## config.mk

```make
export PLATFORM = sky130hd
export DESIGN_NAME = pipe_hazard_ctrl
export DESIGN_NICKNAME = d
export VERILOG_FILES = /design/src/rtl/pipe_pkg.sv /design/src/rtl/muldiv_timer.sv /design/src/rtl/pipe_hazard_ctrl.sv
export SDC_FILE = /design/constraint.sdc
export NUM_CORES = 1
export LEC_CHECK = 0
export CAP_MARGIN = 20
export CORE_MARGIN = 3
export CORE_UTILIZATION = 42
export DETAILED_ROUTE_END_ITERATION = 8
export PLACE_DENSITY = 0.76
export RECOVER_POWER = 50
export SLEW_MARGIN = 15
export SYNTH_ARGS = -nofsm -noshare
export SYNTH_HDL_FRONTEND = slang
export SYNTH_HIERARCHICAL = 1
export SYNTH_SLANG_ARGS = --single-unit
```

## constraint.sdc

```tcl
create_clock -name clk -period 2.15 [get_ports clk]
set_clock_uncertainty 0.2 [all_clocks]
set_input_delay 0.3225 -clock clk [delete_from_list [all_inputs] [get_ports clk]]
set_output_delay 0.3225 -clock clk [all_outputs]
set_load 0.05 [all_outputs]
```

## src/rtl/pipe_pkg.sv

```systemverilog
// pipe_pkg: shared types and widths for the pipeline sequencing controller.
package pipe_pkg;
    typedef enum logic {MD_IDLE, MD_BUSY} md_state_t;
    localparam int REG_W   = 5;
    localparam int ISSUE_W = 7;
    localparam int STALL_W = 16;
endpackage

```

## src/rtl/muldiv_timer.sv

```systemverilog
// muldiv_timer: busy FSM and down-counter tracking the multi-cycle MULT/DIV unit.
module muldiv_timer
    import pipe_pkg::*;
#(
    parameter int MD_CYCLES = 32
) (
    input  logic clk,
    input  logic rst,
    input  logic start,
    output logic busy,
    output logic last
);
    localparam int CW = $clog2(MD_CYCLES);

    md_state_t     state, state_n;
    logic [CW-1:0] cnt, cnt_n;

    always_ff @(posedge clk) begin
        if (rst) begin
            state <= MD_IDLE;
            cnt   <= '0;
        end else begin
            state <= state_n;
            cnt   <= cnt_n;
        end
    end

    // A start launches MD_CYCLES busy cycles: count MD_CYCLES-1 down to 0.
    always_comb begin
        state_n = state;
        cnt_n   = cnt;
        if (state == MD_IDLE) begin
            state_n = start ? MD_BUSY : MD_IDLE;
            cnt_n   = start ? CW'(MD_CYCLES - 1) : cnt;
        end else begin
            state_n = (cnt == '0) ? MD_IDLE : MD_BUSY;
            cnt_n   = (cnt == '0) ? cnt : cnt - 1'b1;
        end
    end

    assign busy = state == MD_BUSY;
    assign last = busy && cnt == '0;
endmodule

```

## src/rtl/pipe_hazard_ctrl.sv

```systemverilog
// pipe_hazard_ctrl: stall/flush/bubble decisions, MULT/DIV interlock and issue/stall statistics.
module pipe_hazard_ctrl
    import pipe_pkg::*;
#(
    parameter int MD_CYCLES = 32,
    parameter int REG_W     = pipe_pkg::REG_W
) (
    input  logic               clk,
    input  logic               rst,
    input  logic               id_valid,
    input  logic [REG_W-1:0]   id_rs,
    input  logic [REG_W-1:0]   id_rt,
    input  logic               id_uses_rt,
    input  logic               id_muldiv,
    input  logic               id_reads_hilo,
    input  logic               ex_memread,
    input  logic [REG_W-1:0]   ex_rt,
    input  logic               ex_branch_taken,
    output logic               pc_write,
    output logic               ifid_write,
    output logic               ifid_flush,
    output logic               idex_bubble,
    output logic               md_start,
    output logic               md_busy,
    output logic [ISSUE_W-1:0] issue_cnt,
    output logic [STALL_W-1:0] stall_cnt
);
    logic load_use, md_hazard, stall, issue;

    muldiv_timer #(.MD_CYCLES(MD_CYCLES)) u_timer (
        .clk   (clk),
        .rst   (rst),
        .start (md_start),
        .busy  (md_busy),
        .last  ()
    );

    assign load_use  = id_valid && ex_memread && ex_rt != '0 &&
                       (ex_rt == id_rs || (id_uses_rt && ex_rt == id_rt));
    assign md_hazard = id_valid && md_busy && (id_reads_hilo || id_muldiv);
    // A taken branch makes the ID instruction wrong-path, so it never stalls.
    assign stall       = (load_use || md_hazard) && !ex_branch_taken;
    assign pc_write    = !stall;
    assign ifid_write  = !stall;
    assign ifid_flush  = ex_branch_taken;
    assign idex_bubble = ex_branch_taken || stall;
    assign md_start    = id_valid && id_muldiv && !md_busy && !ex_branch_taken;
    assign issue       = id_valid && !stall && !ex_branch_taken;

    always_ff @(posedge clk) begin
        if (rst) begin
            issue_cnt <= '0;
            stall_cnt <= '0;
        end else begin
            if (issue) issue_cnt <= issue_cnt + 1'b1;
            if (stall && stall_cnt != '1) stall_cnt <= stall_cnt + 1'b1;
        end
    end
endmodule
```

==> out/qor.yml, run 1 <==
status: "finished with violations"
violations: "negative setup slack"
cts.sinks: 29
final_cells: 314
worst-path-buf-inv: 3
routed_wl_um: 4510
worstPathRequired_ps: 1630
path_cells: "buf_8, or3_4, o311a_4, a31oi_4, buf_12, buf_12"
initial_utilization_pct: 44.6
grt.total_usage_pct: 18.7
crit_type: "input port to primary output"
dieArea_um2: 4770
place_inst: 299
tritoncts: "built"
grt_pass1_wl_um: 7490
holdBufCountCts: 0
synth_area_per_cell_um2: 8.84
clock_tree.buffer_depth: 2
reg2reg_slack_ps: 130
detailed_place_hpwl_um: 3160
final_hold_viol_count: 0
fillers: 302
h-tree-depth: 2
drtIter0Drc: 121
cp_common_cell: "buf_12"
report.final.slew_viol_count: 0
yosysWarnings: 6
critical-path-slowest-cell: "or3_4"
drc: 0
die_w_um: 69.1
cp_top_family: "compound AO/OA/AOI/OAI gates"
worst_slack_ps: -57.4
cpPeakStageDelay_ps: 380
hp-class: "flip-flop to flip-flop"
hold_path.startpoint: "stall_cnt[8]$_SDFFE_PP0P_"
drtAntennaViolNets: 0
num_antenna_cells: 0
cp_max_fo: 4
layout-drive-gt1-share_pct: 30.8
die_h_um: 69.1
power_uw: 1210
synth_area_um2: 1670
postSynthCellCount: 189
max_freq_mhz: 453
p_leak_uw: 0.00104
maxCapViolations: 0
globalplace.congestion: 0.838
num_rows: 22
vdd_drop_max_uv: 392
grt_overflow: 0
avgRoutedWirePerCell_um: 14.4
clk_latency_ps: 270
area_delta_synth_final_pct: 60.8
core_area_um2: 3740
io_pins: 52
timing.final.crit_share_pct: 103
nets: 291
end_kind: "primary output"
reg2regPathDepth: 6
io_buffer_count: 51
slew_headroom_pct: 64.4
vias: 1750
vias_per_cell: 5.57
first_global_vias: 1623
rr_endpoint: "stall_cnt[15]$_SDFFE_PP0P_"
synth_nets: 215
dr.pass1.iters: 4
startpoint_type: "input port"
antenna_found_initial: 0
cp.arrival_ps: 1680
holdPathStages: 2
worstMarginPinSlew_ps: 532
power_per_cell_area_nw_per_um2: 451
finalCriticalPeriod_ps: 2210
rsz0062_at_grt: "yes"
path_clk_slew_ps: 60
setup_violations: 3
numCtsBuffers: 5
holdPathEnd: "stall_cnt[8]$_SDFFE_PP0P_"
root_buffer: "clkbuf_8"
grt_max_degree: 37
reg2reg_from: "stall_cnt[7]$_SDFFE_PP0P_"
-- worst min-delay path: cells and delay by family, from the launching register on --
kind | cells | cell delay, ps
AO/OA/AOI/OAI | 2 | 120
flip-flops | 1 | 330
-- metrics by stage --
| step | setup WS [ps] | utilization (%) | hold WS, ps | setup TNS, ps | instance area, µm² |
|---|---|---|---|---|---|
| 3_3_place_gp | -600 | 66.0 | 265 | -13080 | 2470 |
| 2_1_floorplan | -138 | - | 182 | -359 | 1750 |
| 3_5_place_dp | -616 | 66.0 | 277 | -13660 | 2470 |
| 5_1_grt | -76.7 | 71.8 | 324 | -443 | 2690 |
| 6_report | -57.4 | 71.8 | 293 | -117 | 2690 |
| 4_1_cts | -53.7 | 70.2 | 293 | -157 | 2630 |
-- where the power goes --
group	total (µW)	switching [µW]	leakage [µW]	internal [µW]
Sequential	560	11.4	0.000238	548
Clock	423	193	0.0000395	229
Combinational	230	113	0.000760	117
Total	1210	317	0.00104	895
-- placed cells by master (no fill, tap or decap), types with 6 or more instances in the layout --
master           instances
nor2b_1                  7
xnor2_1                  8
dlygate4sd2_1            6
a21oi_1                 17
or4_1                    7
nand2_1                 12
clkbuf_1                 7
buf_12                   7
nand3_1                  6
buf_4                   16
dfxtp_2                  6
dlygate4sd3_1           13
o31ai_1                 10
clkdlybuf4s50_1         16
nor2_1                   9
dfxtp_1                 22
-- final cells by class --
class,instances,area (µm²),share of cell area (%)
flip-flops and latches,29,592,22.0
inverters,4,15.0,0.559
clock buffers,8,80.1,2.98
multi-input cells,146,1160,43.1
repair buffers,79,782,29.1
well taps,48,60.1,2.24
-- flip-flops by register name (all words and copies together) (netlist names) --
register	count
issue_cnt	7
stall_cnt	16
u_timer/busy	1
u_timer/cnt	5
-- timing repair --
action	in CTS	in global routing
setup buffers	6	0
gates resized for setup	43	26
setup endpoints to repair	27	19
cloned	0	1
pin swaps	38	18
-- routing by layer --
| metal | track usage (%) | part of all wire (%) | wire length, µm | vias to the layer above |
|---|---|---|---|---|
| met5 | 0 | 0 | 0 | - |
| li1 | - | - | - | 871 |
| met4 | 4.34 | 1.0 | 46 | 0 |
| met2 | 30.5 | 48 | 2190 | 49 |
| met3 | 3.64 | 4.5 | 202 | 7 |
| met1 | 25.3 | 46 | 2080 | 823 |
-- worst max path at each step --
| stage | from | to | slack (ps) | depth (start not counted) |
|---|---|---|---|---|
| 4_1_cts | ex_rt[1] | pc_write | -50 | 6 |
| 2_1_floorplan | ex_rt[0] | issue_cnt[6]$_SDFFE_PP0P_ | -140 | 5 |
| 3_5_place_dp | ex_rt[0] | issue_cnt[6]$_SDFFE_PP0P_ | -620 | 6 |
| 5_1_grt | ex_rt[1] | stall_cnt[9]$_SDFFE_PP0P_ | -80 | 10 |
| 3_3_place_gp | ex_rt[0] | issue_cnt[6]$_SDFFE_PP0P_ | -600 | 6 |
| 6_report | ex_rt[1] | pc_write | -60 | 6 |
Note: power is estimated with default switching activity, not from simulation.
==> run 2, diff against run 1 <==
==> constraint.sdc (replaced) <==
create_clock -name clk -period 2.15 [get_ports clk]
set_clock_uncertainty 0.2 [all_clocks]
set_input_delay 0.43 -clock clk [delete_from_list [all_inputs] [get_ports clk]]
set_output_delay 0.43 -clock clk [all_outputs]
set_load 0.05 [all_outputs]
==> out/qor.yml, run 2 (synthesis results as in run 1) <==
slew_headroom_pct: 58.5  # -5.9 points
routed_wl_um: 5000  # +11%
worstPathRequired_ps: 1520  # -110 ps
detailed_place_hpwl_um: 3080  # -2.6%
io_buffer_count: 51  # unchanged
fin_hold_ws_ps: 285  # -7.99 ps
cp_common_cell: "buf_12"
first_global_vias: 1661  # +2.3%
root_buffer: "clkbuf_8"
startpoint: "ex_rt[1]"
cpPeakStageDelay_ps: 380  # about the same
path_clk_slew_ps: 60  # about the same
p_leak_uw: 0.00103  # -1.2%
startpoint_type: "input port"
clk_latency_ps: 280  # about the same
numCtsBuffers: 5  # unchanged
crit_type: "input port to primary output"
core_area_um2: 3740  # unchanged
vias_per_cell: 5.61  # +0.66%
path_cells: "buf_6, or3_4, o311a_4, a31oi_4, buf_12, buf_12"
report.final.slew_viol_count: 0  # unchanged
gr-usage-met2_pct: 32.6  # +2.1 points
end_kind: "primary output"
dieArea_um2: 4770  # unchanged
holdBufCountCts: 0  # unchanged
die_h_um: 69.1  # unchanged
h-tree-depth: 2  # unchanged
top_regs: "stall_cnt x16, issue_cnt x7, u_timer/cnt x5"
num_rows: 22  # unchanged
mostFrequentLayoutCells: "buf_4 (26), dfxtp_1 (22), clkbuf_1 (17)"
violations: "negative setup slack"
reg2reg_from: "stall_cnt[0]$_SDFFE_PP0P_"
grt_pass1_wl_um: 7760  # +3.6%
initial_utilization_pct: 44.6  # unchanged
status: "finished with violations"
clock_tree.buffer_depth: 2  # unchanged
final_area_um2: 2770  # +3.0%
timing.final.crit_share_pct: 111  # +8.0 points
antenna_found_initial: 0  # unchanged
cp.arrival_ps: 1750  # +70 ps
dr.pass1.iters: 4  # unchanged
area_delta_synth_final_pct: 65.6
globalplace.congestion: 0.798  # -4.7%
avgRoutedWirePerCell_um: 15.7  # +9.5%
setup_violations: 23  # +20
nets: 295  # +1.4%
power_per_cell_area_nw_per_um2: 472  # +4.5%
worstMarginPinSlew_ps: 626  # +93.4 ps
top_register: "stall_cnt"
gr-usage-met1_pct: 25.2  # -0.067 points
drc: 0  # unchanged
grt.total_usage_pct: 19.4  # +0.76 points
grt_use_met3_pct: 3.50  # -0.15 points
cp_max_fo: 3  # -1
fillers: 275  # -8.9%
vdd_drop_max_uv: 493  # +26%
hp-class: "flip-flop to flip-flop"
rr_endpoint: "stall_cnt[12]$_SDFFE_PP0P_"
crit_end: "pc_write"
ff_latch_area_um2: 589  # -0.42%
tritoncts: "built"
largest_reg_flops: 16  # unchanged
placed_area_um2: 2400  # -3.0%
maxCapViolations: 0  # unchanged
grt.busiest_layer: "met2"
io_pins: 52  # unchanged
rsz0062_at_grt: "yes"
drtIter0Drc: 114  # -5.8%
die_w_um: 69.1  # unchanged
final_hold_viol_count: 0  # unchanged
max_freq_mhz: 420  # -7.3%
drtAntennaViolNets: 0  # unchanged
finalCriticalPeriod_ps: 2380  # +173 ps
vias: 1784  # +1.9%
grt_max_degree: 37  # unchanged
grt_overflow: 0  # unchanged
layout-drive-gt1-share_pct: 38.9  # +8.1 points
worst_slack_ps: -230  # -173 ps
multiInputGateArea_um2: 1240  # +6.9%
reg2reg_slack_ps: -30  # -160 ps
num_antenna_cells: 0  # unchanged
final_common_cell: "buf_4"
cts.sinks: 29  # unchanged
critical-path-slowest-cell: "or3_4"
reg2regPathDepth: 6  # unchanged
## run 2: cell types whose count changed in the layout (fill, tap and decap cells not counted), sizes merged
cell,previous run,this run
buf,30,43
clkbuf,19,24
clkdlybuf4s15,3,8
clkdlybuf4s50,16,9
clkinv,0,1
dlygate4sd2,6,4
dlygate4sd3,13,0
dlymetal6s2s,0,2
## run 2: layer usage
metal  vias up  wire length (µm)  share of wire (%)
li1        868                 -                  -
met1       869              2130                 43
met2        41              2620                 52
met3         6               206                4.1
met4         0                42               0.84
met5         -                 0                  0
## run 2: how the worst min path moves through the flow
| stage | from | endpoint | cells after the start |
|---|---|---|---|
| global route | stall_cnt[8]$_SDFFE_PP0P_ | stall_cnt[8]$_SDFFE_PP0P_ | 2 |
| global placement | stall_cnt[9]$_SDFFE_PP0P_ | stall_cnt[9]$_SDFFE_PP0P_ | 2 |
| finish | stall_cnt[9]$_SDFFE_PP0P_ | stall_cnt[9]$_SDFFE_PP0P_ | 2 |
| floorplan | u_timer/cnt[4]$_SDFFE_PP0P_ | u_timer/cnt[4]$_SDFFE_PP0P_ | 2 |
| CTS | stall_cnt[9]$_SDFFE_PP0P_ | stall_cnt[9]$_SDFFE_PP0P_ | 2 |
| detailed placement | stall_cnt[9]$_SDFFE_PP0P_ | stall_cnt[9]$_SDFFE_PP0P_ | 2 |
## run 2: stage by stage
step	total power, µW	cells	util, %	TNS (ps)	worst slack, ps
after floorplan	690	189	-	-1360	-334
after global placement	790	298	64.0	-15580	-691
after detailed placement	793	298	64.0	-16780	-732
after CTS	1300	316	72.1	-1860	-224
after global routing	1360	318	73.9	-4010	-250
final	1300	318	73.9	-2480	-230
## run 2: layout make-up
cell class	instances	share of cell area (%)
inverters	4	0.543
clock buffers	7	3.48
clock inverters	1	0.181
repair buffers	83	27.6
multi-input cells	146	44.7
flip-flops and latches	29	21.3
well taps	48	2.17
## run 2: worst max-delay path: cells and delay by family
family,cells,cell delay [ps]
buffers and inverters,3,380
and+or+nand+nor,1,380
AOI/OAI and AO/OA,2,570
## run 2: repair_timing
item                                    4_1_cts  5_1_grt
buffers inserted                              8        2
pin swaps                                    38       15
endpoints found under the setup margin       27       24
gates resized for setup                      55       31
gates cloned                                  2        0
## run 2: report_power, final
| group | switching, µW | total (µW) | leakage [µW] | internal, µW |
|---|---|---|---|---|
| clock | 208 | 497 | 0.0000542 | 289 |
| sequential | 11.7 | 561 | 0.000238 | 549 |
| combinational | 121 | 247 | 0.000734 | 126 |
| total | 341 | 1300 | 0.00103 | 964 |
